[src/rtl/xain_pkg.sv]
`default_nettype none
// xain_pkg: shared ROM region descriptors and read-side types for the xain gfx path.
package xain_pkg;

  typedef struct packed {
    logic [24:0] base_addr;
    logic        reorder_16;
    logic        bram_cs;
  } region_t;

  localparam region_t REGION_ROM_BACK1 = '{base_addr: 25'h0040000, reorder_16: 1'b0, bram_cs: 1'b0};
  localparam region_t REGION_ROM_BACK2 = '{base_addr: 25'h0080000, reorder_16: 1'b0, bram_cs: 1'b0};
  localparam region_t REGION_ROM_OBJ   = '{base_addr: 25'h00C0000, reorder_16: 1'b0, bram_cs: 1'b0};

  typedef enum logic [1:0] {
    IDLE  = 2'd0,
    ISSUE = 2'd1,
    WAIT  = 2'd2,
    DONE  = 2'd3
  } rd_state_t;

  localparam int NUM_RD_CLIENTS = 3;
  localparam int RD_OFS_W       = 18;

endpackage
`default_nettype wire

[src/rtl/rr_arbiter.sv]
`default_nettype none
// rr_arbiter: N-way round-robin arbiter; priority rotates to the client after
// the last granted one whenever i_adv is strobed.
module rr_arbiter #(
  parameter int N  = 3,
  parameter int IW = 2
) (
  input  logic          clk,
  input  logic          rst_n,
  input  logic [N-1:0]  i_req,
  input  logic          i_adv,
  output logic [N-1:0]  o_gnt,
  output logic [IW-1:0] o_idx,
  output logic          o_any
);

  logic [IW-1:0] r_ptr;
  int            w_j;

  always_comb begin
    o_gnt = '0;
    o_idx = '0;
    o_any = 1'b0;
    w_j   = 0;
    for (int k = 0; k < N; k++) begin
      w_j = (int'(r_ptr) + k) % N;
      if (!o_any && i_req[w_j]) begin
        o_any      = 1'b1;
        o_gnt[w_j] = 1'b1;
        o_idx      = IW'(w_j);
      end
    end
  end

  always_ff @(posedge clk or negedge rst_n) begin
    if (!rst_n) begin
      r_ptr <= '0;
    end else if (i_adv && o_any) begin
      r_ptr <= (o_idx == IW'(N - 1)) ? '0 : o_idx + 1'b1;
    end
  end

endmodule
`default_nettype wire

[src/rtl/rom_region_reader.sv]
`default_nettype none
// rom_region_reader: serves per-client gfx ROM fetches from SDRAM load regions,
// round-robin onto one read port, with a one-word hit register per client.
module rom_region_reader
  import xain_pkg::*;
#(
  parameter int NUM_CLIENTS = NUM_RD_CLIENTS,
  parameter int OFS_W       = RD_OFS_W,
  parameter region_t [NUM_CLIENTS-1:0] REGIONS = {REGION_ROM_OBJ, REGION_ROM_BACK2, REGION_ROM_BACK1}
) (
  input  logic                      clk,
  input  logic                      rst_n,
  input  logic                      i_inv,
  input  logic [NUM_CLIENTS-1:0]    i_clt_req,
  input  logic [NUM_CLIENTS*OFS_W-1:0] i_clt_ofs,
  output logic [NUM_CLIENTS-1:0]    o_clt_ack,
  output logic [NUM_CLIENTS*16-1:0] o_clt_data,
  output logic                      o_sdr_req,
  output logic [24:0]               o_sdr_addr,
  input  logic                      i_sdr_ack,
  input  logic [15:0]               i_sdr_rdata,
  input  logic                      i_sdr_rvalid
);

  localparam int IW = (NUM_CLIENTS > 1) ? $clog2(NUM_CLIENTS) : 1;

  rd_state_t r_state, w_state_nxt;

  logic [IW-1:0]           r_gnt;
  logic [NUM_CLIENTS-1:0]  r_gnt_oh;
  logic [OFS_W-2:0]        r_word;
  logic [24:0]             r_sdr_addr;
  logic [15:0]             r_rdata;
  logic                    r_inv_seen;
  logic [NUM_CLIENTS-1:0]  r_ack;
  logic [NUM_CLIENTS*16-1:0] r_clt_data;
  logic [NUM_CLIENTS-1:0]  r_hit_vld;
  logic [OFS_W-2:0]        r_hit_word [NUM_CLIENTS];
  logic [15:0]             r_hit_data [NUM_CLIENTS];

  logic [OFS_W-2:0]        w_word [NUM_CLIENTS];
  logic [24:0]             w_addr [NUM_CLIENTS];
  logic [NUM_CLIENTS-1:0]  w_reorder;
  logic [NUM_CLIENTS-1:0]  w_hit, w_miss, w_gnt_oh;
  logic [IW-1:0]           w_gnt_idx;
  logic                    w_gnt_any, w_grant, w_done, w_busy;

  assign w_busy  = (r_state != IDLE);
  assign w_grant = (r_state == IDLE) && w_gnt_any;
  assign w_done  = (r_state == DONE);

  for (genvar i = 0; i < NUM_CLIENTS; i++) begin : g_clt
    assign w_word[i]    = i_clt_ofs[i*OFS_W+1 +: OFS_W-1];
    assign w_addr[i]    = REGIONS[i].base_addr + 25'({w_word[i], 1'b0});
    assign w_reorder[i] = REGIONS[i].reorder_16;
    // An ack last cycle means the client has not yet seen it and dropped req.
    assign w_hit[i]  = i_clt_req[i] & r_hit_vld[i] & (w_word[i] == r_hit_word[i]) & ~r_ack[i];
    assign w_miss[i] = i_clt_req[i] & ~w_hit[i] & ~r_ack[i] & ~(w_busy & r_gnt_oh[i]);

    if (REGIONS[i].bram_cs != 1'b0) begin : g_bram_err
      $error("rom_region_reader: client %0d maps a BRAM region, not SDRAM-readable", i);
    end
  end

  rr_arbiter #(
    .N  (NUM_CLIENTS),
    .IW (IW)
  ) u_arb (
    .clk   (clk),
    .rst_n (rst_n),
    .i_req (w_miss),
    .i_adv (w_grant),
    .o_gnt (w_gnt_oh),
    .o_idx (w_gnt_idx),
    .o_any (w_gnt_any)
  );

  always_ff @(posedge clk or negedge rst_n) begin
    if (!rst_n) r_state <= IDLE;
    else        r_state <= w_state_nxt;
  end

  always_comb begin
    w_state_nxt = r_state;
    o_sdr_req   = 1'b0;
    case (r_state)
      IDLE:  if (w_gnt_any) w_state_nxt = ISSUE;
      ISSUE: begin
        o_sdr_req = 1'b1;
        if (i_sdr_ack) w_state_nxt = WAIT;
      end
      WAIT:  if (i_sdr_rvalid) w_state_nxt = DONE;
      DONE:  w_state_nxt = IDLE;
      default: w_state_nxt = IDLE;
    endcase
  end

  always_ff @(posedge clk or negedge rst_n) begin
    if (!rst_n) begin
      r_gnt      <= '0;
      r_gnt_oh   <= '0;
      r_word     <= '0;
      r_sdr_addr <= '0;
      r_rdata    <= '0;
      r_inv_seen <= 1'b0;
      r_ack      <= '0;
      r_clt_data <= '0;
      r_hit_vld  <= '0;
      for (int i = 0; i < NUM_CLIENTS; i++) begin
        r_hit_word[i] <= '0;
        r_hit_data[i] <= '0;
      end
    end else begin
      if (w_grant) begin
        r_gnt      <= w_gnt_idx;
        r_gnt_oh   <= w_gnt_oh;
        r_word     <= w_word[w_gnt_idx];
        r_sdr_addr <= w_addr[w_gnt_idx];
      end
      if (r_state == WAIT && i_sdr_rvalid) begin
        r_rdata <= w_reorder[r_gnt] ? {i_sdr_rdata[7:0], i_sdr_rdata[15:8]} : i_sdr_rdata;
      end
      // Any inv between ISSUE and DONE makes the returning word unsafe to cache.
      if (r_state == IDLE) r_inv_seen <= 1'b0;
      else if (i_inv)      r_inv_seen <= 1'b1;

      r_ack <= w_hit | (w_done ? (r_gnt_oh & i_clt_req) : '0);
      for (int i = 0; i < NUM_CLIENTS; i++) begin
        if (w_hit[i])
          r_clt_data[i*16 +: 16] <= r_hit_data[i];
        else if (w_done && r_gnt_oh[i] && i_clt_req[i])
          r_clt_data[i*16 +: 16] <= r_rdata;

        if (i_inv)
          r_hit_vld[i] <= 1'b0;
        else if (w_done && r_gnt_oh[i])
          r_hit_vld[i] <= ~r_inv_seen;

        if (w_done && r_gnt_oh[i]) begin
          r_hit_word[i] <= r_word;
          r_hit_data[i] <= r_rdata;
        end
      end
    end
  end

  assign o_clt_ack  = r_ack;
  assign o_clt_data = r_clt_data;
  assign o_sdr_addr = r_sdr_addr;

endmodule
`default_nettype wire

[config.mk]
export PLATFORM = sky130hd
export DESIGN_NAME = rom_region_reader
export DESIGN_NICKNAME = d
export VERILOG_FILES = /design/src/rtl/xain_pkg.sv /design/src/rtl/rr_arbiter.sv /design/src/rtl/rom_region_reader.sv
export SDC_FILE = /design/constraint.sdc
export NUM_CORES = 1
export LEC_CHECK = 0
export ABC_AREA = 1
export CORE_ASPECT_RATIO = 1.4
export CORE_MARGIN = 1.5
export CORE_UTILIZATION = 49
export DETAILED_ROUTE_END_ITERATION = 8
export PLACE_DENSITY = 0.75
export SYNTH_ARGS = -nofsm -noshare
export SYNTH_HDL_FRONTEND = slang
export SYNTH_HIERARCHICAL = 1
export SYNTH_SLANG_ARGS = --single-unit
[constraint.sdc]
create_clock -name clk -period 2.9 [get_ports clk]
set_clock_uncertainty 0.1 [all_clocks]
set_input_delay 0.29 -clock clk [delete_from_list [all_inputs] [get_ports clk]]
set_output_delay 0.29 -clock clk [all_outputs]
set_load 0.02 [all_outputs]
======== Word-level counts from Yosys, hierarchy flattened ========
Cells that the tools add are included.
operators by class
  add/subtract/negate cells ............... 6
  div/mod/pow operators ................... 3
  magnitude comparators ................... 8
  equality and inequality tests ........... 10
  muxes and demuxes ....................... 54
  bitwise gates (word level) .............. 36
  reductions and logical operators ........ 26
operators with widths
  operator                                                                               number
  16-bit two-way mux                                                                     7
  32-bit by 1-bit greater-or-equal comparator with 1-bit output (second input constant)  3
  32-bit by 4-bit < comparator with 1-bit output (second input constant)                 3
  32-bit by 3-bit remainder unit with 32-bit output (second input constant)              2
  17-bit equality test                                                                   3
  25-bit binary-select mux with 2-bit select                                             1
  25-bit two-way mux                                                                     2
  20-bit by 18-bit adder with 21-bit output (first input constant)                       2
  17-bit binary-select mux with 2-bit select                                             1
  17-bit two-way mux                                                                     2
  3-bit by 3-bit remainder unit with 32-bit output (second input constant)               1
  1-bit two-way mux                                                                      22
  1-bit AND                                                                              21
  19-bit by 18-bit adder with 20-bit output (first input constant)                       1
  2-bit nonzero test                                                                     8
  1-bit logical AND                                                                      14
  2-bit two-way mux                                                                      7
  3-bit two-way mux                                                                      4
  1-bit inverter                                                                         10
  3-bit OR                                                                               3
  1-bit binary-select mux with 2-bit select                                              4
  2-bit one-hot mux with 4 select lines                                                  1
  1-bit demux with 2-bit select                                                          3
  2-bit equality test (second input constant)                                            3
  other kinds (13)                                                                       15
storage, ports and cells
  register bits ........................... 221
  output and inout port bits .............. 77
  logic and storage cells ................. 164

======== Logic depth before layout (Yosys ltp) ========
Gate-level depths: netlist (run 1).
  word-level depth ........................ 21
  depth in mapped cells ................... 25

======== Modules after synthesis ========
Netlist (run 1), hierarchy kept.
by module, submodules not included
  module             instances  cells each  area an instance (um^2)  seq. area each (um^2)
  rom_region_reader  1          1242        9618.0                   4854.7
  rr_arbiter         1          66          370.4                    50.0

======== Worst setup path after synthesis (run 1) ========
Ideal clock, no wire load.
  kind .................................... reg-to-reg
  start ................................... reg r_ack[2], in the netlist o_clt_ack[2]
  end ..................................... reg r_sdr_addr[19], in the netlist o_sdr_addr[19]
  setup time .............................. 117 ps
  arrival time ............................ 2921 ps
  slack ................................... -238 ps
  cell stages (with the launch flop) ...... 23
  path buffers ............................ 3
  period minus slack after synthesis ...... 3138 ps
  cells stage by stage .................... dfrtp_1 inv_1 nand3_1 nor2_1 nand2_1 nor2_4 nand3_4 buf_6 nand4_1 inv_1 inv_1 o21ai_0 nand2_1 nand3_1 nor2_1 nor2_2 inv_1 buf_2 clkinv_1 clkbuf_1 ha_1 nand2_1 nand2_1
between the ends
  cells in the longest elaborated chain, start to end .. 20
  elaborated cells on any way between the ends .. 30
  those cells by class .................... mux: 18; bitwise: 7; reduce/logical: 5
RTL lines
  what                                                      RTL line                                          text
  start, declared                                           rom_region_reader.sv:35                           logic [NUM_CLIENTS-1:0] r_ack;
  start signal, assigned                                    rom_region_reader.sv:127                          r_ack <= w_hit | (w_done ? (r_gnt_oh & i_clt_req) : '0);
  1-bit inverter *                                          rom_region_reader.sv:57, rom_region_reader.sv:58
  1-bit AND                                                 rom_region_reader.sv:57                           assign w_hit[i] = i_clt_req[i] & r_hit_vld[i] & (w_word[i] == r_hit_word[i]) & ~r_ack[i];
  1-bit inverter                                            rom_region_reader.sv:58                           assign w_miss[i] = i_clt_req[i] & ~w_hit[i] & ~r_ack[i] & ~(w_busy & r_gnt_oh[i]);
  1-bit AND                                                 rom_region_reader.sv:58
  1-bit AND * (2 in a row)                                  rom_region_reader.sv:58
  net w_miss[2]                                             rom_region_reader.sv:44                           logic [NUM_CLIENTS-1:0] w_hit, w_miss, w_gnt_oh;
  1-bit binary-select mux with 2-bit select                 rr_arbiter.sv:27                                  if (!o_any && i_req[w_j]) begin
  1-bit two-way mux (implied by the code) (2 in a row)      rr_arbiter.sv:27
  [3 not listed]                                            -
  1-bit two-way mux                                         rr_arbiter.sv:27
  1-bit logical NOT                                         rr_arbiter.sv:27
  1-bit logical AND                                         rr_arbiter.sv:27
  2-bit two-way mux *                                       rr_arbiter.sv:27
  net w_gnt_idx[0]                                          rom_region_reader.sv:45                           logic [IW-1:0] w_gnt_idx;
  2-bit inverter with 3-bit output (implied by the code) *  rom_region_reader.sv:118                          r_sdr_addr <= w_addr[w_gnt_idx];
  25-bit binary-select mux with 2-bit select *              rom_region_reader.sv:118
  25-bit two-way mux (implied by the code) * (2 in a row)   rom_region_reader.sv:118
  end signal, assigned                                      rom_region_reader.sv:118
  end, declared                                             rom_region_reader.sv:32                           logic [24:0] r_sdr_addr;
Mark *: on every way through the listed nets, which the timed path passes. The rest lies on a longest branch. The select of a mux whose other input is x is not followed.
A chain may end at the register's enable or synchronous reset.

======== Final worst setup path (run 1) ========
  start ................................... in i_clt_ofs[52]
  end ..................................... reg r_word[1]
between the ends
  cells in the longest elaborated chain, start to end .. 21
  elaborated cells on any way between the ends .. 31
  those cells by class .................... eq/ne: 1; mux: 18; bitwise: 7; reduce/logical: 5
RTL lines
  what                                                      RTL line                  text
  start, declared                                           rom_region_reader.sv:15   input logic [NUM_CLIENTS*OFS_W-1:0] i_clt_ofs,
  17-bit equality test *                                    rom_region_reader.sv:57
  1-bit AND * (2 in a row)                                  rom_region_reader.sv:57
  1-bit inverter *                                          rom_region_reader.sv:58
  1-bit AND * (3 in a row)                                  rom_region_reader.sv:58
  net w_miss[2]                                             rom_region_reader.sv:44
  1-bit binary-select mux with 2-bit select                 rr_arbiter.sv:27
  1-bit two-way mux (implied by the code) (2 in a row)      rr_arbiter.sv:27
  1-bit two-way mux                                         rr_arbiter.sv:27
  [2 not listed]                                            -
  1-bit two-way mux                                         rr_arbiter.sv:27
  1-bit logical NOT                                         rr_arbiter.sv:27
  1-bit logical AND                                         rr_arbiter.sv:27
  2-bit two-way mux *                                       rr_arbiter.sv:27
  net w_gnt_idx[1]                                          rom_region_reader.sv:45
  2-bit inverter with 3-bit output (implied by the code) *  rom_region_reader.sv:117  r_word <= w_word[w_gnt_idx];
  17-bit binary-select mux with 2-bit select *              rom_region_reader.sv:117
  17-bit two-way mux (implied by the code) * (2 in a row)   rom_region_reader.sv:117
  end signal, assigned                                      rom_region_reader.sv:117
  end, declared                                             rom_region_reader.sv:31   logic [OFS_W-2:0] r_word;
Marked as above.

==> out/qor.csv, run 1 <==
stage,metric,value,unit
floorplanning,num_rows,61,
logic_synthesis,synth_mux_area_frac,0,
logic_synthesis,ys_ff_latch,196,
route,drc_errors,0,
global_route,grt_max_degree,88,
critical_path,cp.arrival,3040,ps
clocking,clock_latency,440,ps
power,p_total,13.62,mW
critical_path,cp_common_cell,nand2_1,
logic_synthesis,synthFlopType,dfrtp_1,
global_route,grt-ovfl-total,0,
global_route,grtUsageTotal,0.2862,
run,maxCapViolCount,0,
placed_design,routabilityCongestion,0.9389,
power,power_density,1068,nW/um2
route,wl_per_cell,16.77,um
logic_synthesis,yosysWarningCount,6,
timing,fmax,359.3,MHz
route,viasPerCell,5.294,
clocking,cts_sinks,196,
placed_design,port_buffers,145,
placed_design,hpwl,20940,um
logic_synthesis,synth_fa_ha_area_frac,0.01253,
logic_synthesis,synth_area,9988,um2
critical_path,endpoint_kind,register,
logic_synthesis,syn_inst,1308,
logic_synthesis,synth_edf_count,0,
layout,fill_cells,1683,
timing,relSlewSlack,0.3711,
clocking,cts_root_buf,clkbuf_16,
global_route,grt_pass1_wl,46020,um
placed_design,dpl.cell_count,1709,
floorplanning,io_pins,155,
route,drt_wl_total,29320,um
timing,setup_violations,0,
clocking,numCtsBuffers,17,
critical_path,crit_slowest_cell,clkdlybuf4s50_1,
global_route,grt_pass1_vias,8911,
layout,layout-drive-gt1-share,0.1084,
power,ir_drop,555.7,uV
layout,finalNonFillerCells,1748,
timing,holdWs,340.7,ps
logic_synthesis,synthXorXnorAreaFrac,0.01491,
outcome,status,"complete, no violations",
placed_design,place_area,12000,um2
logic_synthesis,synthSimpleGateAreaFrac,0.2891,
global_route,antenna_found_initial,0,
layout,areaGrowthSynthToFinish,27.67,%
layout,final_area,12750,um2
layout,finish.utilization,0.6402,
clocking,cts_tree,built,
logic_synthesis,avgSynthCellArea,7.636,um2
clocking,htreeDepth,4,
timing,hold_viol,0,
critical_path,crit_chain,clkdlybuf4s50_1 > inv_1 > nand2_1 > nand2_1 > nor2_1 > nand2_1 > nor2_4 > nand3_4 > nand4_1 > inv_1 > inv_2 > o21ai_0 > nand2_1 > buf_4 > nand4_1 > nand2_2 > inv_1 > nor2_2 > buf_12 > nand2_1 > a31oi_1,
floorplanning,die_h,171.9,um
floorplanning,die_area,21260,um2
floorplanning,core-area,19920,um2
clocking,clk_pin_slew,70,ps
critical_path,required,3160,ps
critical_path,crit_type,in2reg,
timing,period_share,0.9598,
clocking,clockBufferDepth,2,
critical_path,worstSetupStartpointType,input port,
route,drtIter0Drc,836,
route,route.antenna.remaining_nets,0,
route,routed-via-count,9254,
critical_path,cp_max_fo,17,
logic_synthesis,ys_types,31,
timing,layout_min_cycle_time,2783,ps
floorplanning,initial_core_util,0.5014,
floorplanning,die_x,123.7,um
timing,maxSlewViolCount,0,
critical_path,slowest_delay,540,ps
logic_synthesis,async_flop_share,1.000,
timing,worstMarginPinSlew,941.0,ps
hold_path,hp-class,in2async,
layout,fin_nets,1570,
logic_synthesis,ys_seq_area_frac,0.4910,
logic_synthesis,synth_top_family_by_area,simple AND/OR/NAND/NOR gates,
route,drtPass1Iterations,6,
logic_synthesis,synth_compound_area_frac,0.09320,
power,leakagePower,6.572,nW
## worst paths after layout
| path | start | to | slack (ps) | depth (start not counted) |
|---|---|---|---|---|
| max | i_clt_ofs[52] | r_word[1] | 120 | 21 |
| min | rst_n | o_clt_data[42] | 340 | 2 |
| max reg2reg | o_clt_ack[2] | r_word[1] | 130 | 19 |
| min reg2reg | r_hit_data[39] | r_hit_data[39] | 390 | 2 |
| max in group asynchronous | rst_n | o_clt_ack[2] | 1540 | 3 |
| min in group clk | i_sdr_rdata[15] | r_rdata[15] | 340 | 3 |
## final cells by class
| cell class | count | area [um2] | area share |
|---|---|---|---|
| Antenna cell | 1 | 2.502 | 0.0001962 |
| Clock buffer | 21 | 470.5 | 0.03689 |
| Clock inverter | 11 | 122.6 | 0.009615 |
| Inverter | 172 | 650.6 | 0.05102 |
| Multi-Input combinational cell | 882 | 4228 | 0.3315 |
| Sequential cell | 196 | 4907 | 0.3848 |
| Tap cell | 252 | 315.3 | 0.02473 |
| Timing Repair Buffer | 213 | 2056 | 0.1612 |
## cells by family (layout without fill, tap and decap cells)
logic type / Yosys count / in the layout
AOI/OAI and AO/OA: 178 / 178
xor gates and xnor gates: 17 / 17
adders and majority gates: 10 / 10
buffers and inverters: 235 / 417
DFF: 196 / 196
other: 1 / 7
and+or+nand+nor: 671 / 671
## metrics by stage
| step | TNS, ps | worst slack, ps |
|---|---|---|
| finish | 0 | 116.6 |
| global route | -950.1 | -73.02 |
| CTS | 0 | 34.11 |
| detailed placement | -6707 | -394.8 |
| global placement | -5218 | -302.2 |
| floorplan | 0 | 5.002 |
## cells in the final DEF (no fill, tap or decap), types with 3 or more instances in the layout
cell type          n
clkbuf_8           4
nand3_4            3
ha_1               9
nand2_1          452
clkinv_4           6
inv_2              8
nand3_2            5
nor2_1            63
inv_1            161
o21ai_1            6
buf_12             7
conb_1             6
clkdlybuf4s50_1  144
nand4_1           50
xnor2_1           15
dfrtp_1          194
nor2_2            10
clkbuf_16         17
nand2_2           14
nand3_1           58
a21oi_1           29
buf_4             60
nor2_4            10
o21ai_0          117
a31oi_1           18
o211ai_1           4
## cells in the mapped netlist (6+ instances only)
cell type	instances	area (um2)
nand2_1	461	1730
dfrtp_1	196	4905
inv_1	165	619.3
o21ai_0	119	595.6
nor2_1	71	266.5
nand3_1	62	310.3
nand4_1	50	312.8
a21oi_1	30	150.1
clkbuf_1	27	101.4
a31oi_1	18	112.6
buf_2	18	90.09
xnor2_1	17	148.9
ha_1	10	125.1
buf_4	8	60.06
buf_6	7	78.83
nor2_4	7	78.83
nand2_2	6	37.54
## what timing repair did
item | CTS | global route
resized for setup | 1 | 33
cloned | 0 | 0
pin swaps | 0 | 22
endpoints found under the setup margin | 1 | 19
hold buffers | 1 | 0
endpoints found under the hold margin | 84 | 0
buffers inserted | 0 | 5
## per-layer routing
layer | up-vias | part of all wire | GRT usage | routed length [um]
li1 | 4439 | - | - | -
met1 | 4360 | 0.37 | 0.3313 | 10900
met2 | 375 | 0.53 | 0.5160 | 15420
met3 | 80 | 0.056 | 0.04123 | 1646
met4 | 0 | 0.046 | 0.1319 | 1357
met5 | - | 0 | 0 | 0
## sequential cells by signal, summed over array words and instances, names as in the netlist
name / cells
u_arb/r_ptr: 2
r_inv_seen: 1
r_rdata: 16
r_gnt_oh: 3
r_state: 2
o_clt_data: 48
r_word: 16
r_hit_data: 48
r_hit_word: 51
o_clt_ack: 3
o_sdr_addr: 3
r_hit_vld: 3
## critical path, delay by kind of cell
| family | cells | cell delay, ps |
|---|---|---|
| compound gates | 2 | 250 |
| buf+inv | 7 | 1170 |
| simple gates | 12 | 1310 |
## power by group
group | internal [mW] | leakage (nW) | total (mW) | switching (mW)
sequential | 4.00 | 2.39 | 4.98 | 0.972
clock | 1.27 | 0.283 | 2.38 | 1.10
combinational | 2.62 | 3.90 | 6.27 | 3.65
total | 7.90 | 6.57 | 13.6 | 5.72
Power figures use the tool's default switching activity.
==> run 2: changes to the inputs <==
CELL_PAD_IN_SITES_DETAIL_PLACEMENT = 0   (was not set)
CELL_PAD_IN_SITES_GLOBAL_PLACEMENT = 1   (was not set)
CORE_UTILIZATION = 36   (was 49)
PLACE_DENSITY = not set   (was 0.75)
PLACE_DENSITY_LB_ADDON = 0.1   (was not set)
==> out/qor.csv, run 2 (synthesized netlist as in run 1, its figures left out) <==
stage,metric,value,unit,change
outcome,status,"complete, no violations",,
floorplanning,die_area,28770,um2,+35%
route,route.antenna.remaining_nets,0,,unchanged
clocking,htreeDepth,4,,unchanged
critical_path,r2r-start,o_clt_ack[2],,
global_route,grt_max_degree,81,,-8.0%
route,routed-via-count,9031,,-2.4%
critical_path,ff2ff_setup_slack,130,ps,about the same
critical_path,crit_slowest_cell,dfrtp_2,,
floorplanning,core-area,27480,um2,+38%
clocking,cts_root_buf,clkbuf_16,,
clocking,clk_pin_slew,80,ps,about the same
critical_path,cp_top_family,simple AND/OR/NAND/NOR gates,,
layout,layout_commonest_cell,nand2_1,,
floorplanning,die_h,200.1,um,+16%
layout,fill_cells,2904,,+73%
timing,fmax,361.5,MHz,+0.61%
timing,setup_slack,133.5,ps,+16.88 ps
power,power_density,1058,nW/um2,-0.99%
floorplanning,num_rows,72,,+18%
timing,period_share,0.9540,,-0.005821
layout,multi_input_area,4243,um2,+0.36%
route,drc_errors,0,,unchanged
global_route,grt-ovfl-total,0,,unchanged
global_route,grt_pass1_vias,8824,,-0.98%
floorplanning,initial_core_util,0.3635,,-0.1379
timing,maxSlewViolCount,0,,unchanged
placed_design,hpwl,23620,um,+13%
layout,mostFrequentLayoutCells,"nand2_1 (450), dfrtp_1 (194), inv_1 (159)",,
power,switching_share,0.4301,,+0.01011
placed_design,routabilityCongestion,0.8283,,-12%
route,wl_per_cell,17.27,um,+3.0%
hold_path,hp-class,in2async,,
timing,relSlewSlack,0.5179,,+0.1468
critical_path,crit_type,reg2reg,,
critical_path,endpoint_kind,register,,
route,drtIter0Drc,416,,-50%
layout,layout-drive-gt1-share,0.1274,,+0.01902
route,met3_length,1093,um,-34%
critical_path,cp.arrival,3050,ps,about the same
route,highest_layer,met4,,
global_route,grt_pass1_wl,49760,um,+8.1%
floorplanning,io_pins,155,,unchanged
route,drtPass1Iterations,5,,-1
route,drt_wl_total,32690,um,+12%
power,leakagePower,6.686,nW,+1.7%
timing,worstMarginPinSlew,723.1,ps,-217.9 ps
route,wl_met2,17830,um,+16%
critical_path,worstSetupStartpointType,register,,
layout,fin_nets,1598,,+1.8%
layout,ff_latch_area,4907,um2,unchanged
global_route,antenna_found_initial,0,,unchanged
layout,diodes,0,,-1
timing,setup_tns,0,ps,unchanged
critical_path,reg2reg_to,r_word[6],,
power,p_total,13.84,mW,+1.6%
critical_path,r2r_cells,20,,+1
critical_path,slowest_delay,440,ps,-100 ps
layout,largest-register,r_hit_word,,
placed_design,dpl.cell_count,1850,,+8.3%
power,power.internal,7.890,mW,-0.16%
placed_design,dpl_worst_slack,-531.3,ps,-136.5 ps
timing,layout_min_cycle_time,2766,ps,-16.88 ps
critical_path,crit_chain,inv_1 > nand3_1 > nor2_1 > nand2_2 > nor2_4 > nand3_4 > nand4_1 > inv_1 > inv_2 > o21ai_2 > nand2_2 > nand3_2 > nor2_2 > nor2_2 > inv_2 > clkinv_4 > buf_12 > a21oi_1 > o21ai_0 > a31oi_1,,
power,p_comb_frac,0.473,,+0.013
critical_path,cp_max_fo,7,,-10
floorplanning,die_x,143.8,um,+16%
layout,areaGrowthSynthToFinish,31.03,%,
power,ir_drop,510.7,uV,-8.1%
clocking,cts_tree,built,,
clocking,clock_latency,460,ps,+20 ps
layout,finalNonFillerCells,1893,,+8.3%
power,pwr-share-clk,0.166,,-0.009
clocking,numCtsBuffers,17,,unchanged
route,viasPerCell,4.771,,-9.9%
layout,largest_reg_flops,51,,unchanged
timing,hold_viol,0,,unchanged
power,netSwitchingPower,5.954,mW,+4.1%
run,maxCapViolCount,0,,unchanged
global_route,grtUsageTotal,0.2352,,-0.05098
timing,setup_violations,0,,unchanged
clocking,cts_sinks,196,,unchanged
route,met1_length,12620,um,+16%
clocking,clockBufferDepth,2,,unchanged
critical_path,required,3180,ps,+20 ps
placed_design,port_buffers,145,,unchanged
power,pwr-share-seq,0.361,,-0.004
timing,rsz0062_at_grt,true,,
critical_path,critPathBufInv,6,,-1
run 2: area by class of cell:
| type | count | share of cell area |
|---|---|---|
| Tap cell | 370 | 0.03537 |
| Timing Repair Buffer | 240 | 0.1728 |
| Clock buffer | 18 | 0.03279 |
| Sequential cell | 196 | 0.3750 |
| Timing Repair inverter | 1 | 0.0004780 |
| Inverter | 172 | 0.04990 |
| Clock inverter | 14 | 0.009465 |
| Multi-Input combinational cell | 882 | 0.3242 |
run 2: layer usage:
layer | global-route usage | vias to the layer above
li1 | - | 4489
met1 | 0.2681 | 4263
met2 | 0.4377 | 225
met3 | 0.03125 | 54
met4 | 0.09788 | 0
met5 | 0 | -
run 2: worst max path at each step:
stage / endpoint / from / depth (start not counted) / slack (ps)
6_report: r_word[6] / o_clt_ack[2] / 20 / 130
5_1_grt: r_word[10] / o_clt_ack[1] / 21 / -80
4_1_cts: r_word[4] / r_hit_word[9] / 17 / 3
3_5_place_dp: r_word[4] / i_clt_req[1] / 20 / -530
3_3_place_gp: r_word[4] / i_clt_req[1] / 20 / -500
2_1_floorplan: o_sdr_addr[19] / o_clt_ack[2] / 22 / 5
run 2: power by group through the flow:
| stage | clock network (mW) | registers (mW) | logic (mW) |
|---|---|---|---|
| after CTS | 2.34 | 5.02 | 6.25 |
| after detailed placement | 0 | 5.06 | 6.22 |
| final | 2.29 | 5.00 | 6.55 |
| after global routing | 2.44 | 5.15 | 7.30 |
| after floorplan | 0 | 5.25 | 3.13 |
| after global placement | 0 | 5.05 | 6.15 |
run 2: repair_timing:
item	CTS	global route
gates resized for setup	4	46
pin swaps	0	26
cloned	0	2
buffers inserted	0	8
endpoints found under the hold margin	75	0
setup endpoints to repair	19	19
hold buffers	1	0
run 2: metrics by stage:
stage               hold slack [ps]  instance area [um2]  utilization
floorplan                    -105.6                10020            -
detailed placement            284.4                12300       0.4476
CTS                           303.6                12880       0.4687
global placement              286.6                12300       0.4476
global route                  329.8                13090       0.4763
finish                        317.1                13090       0.4763
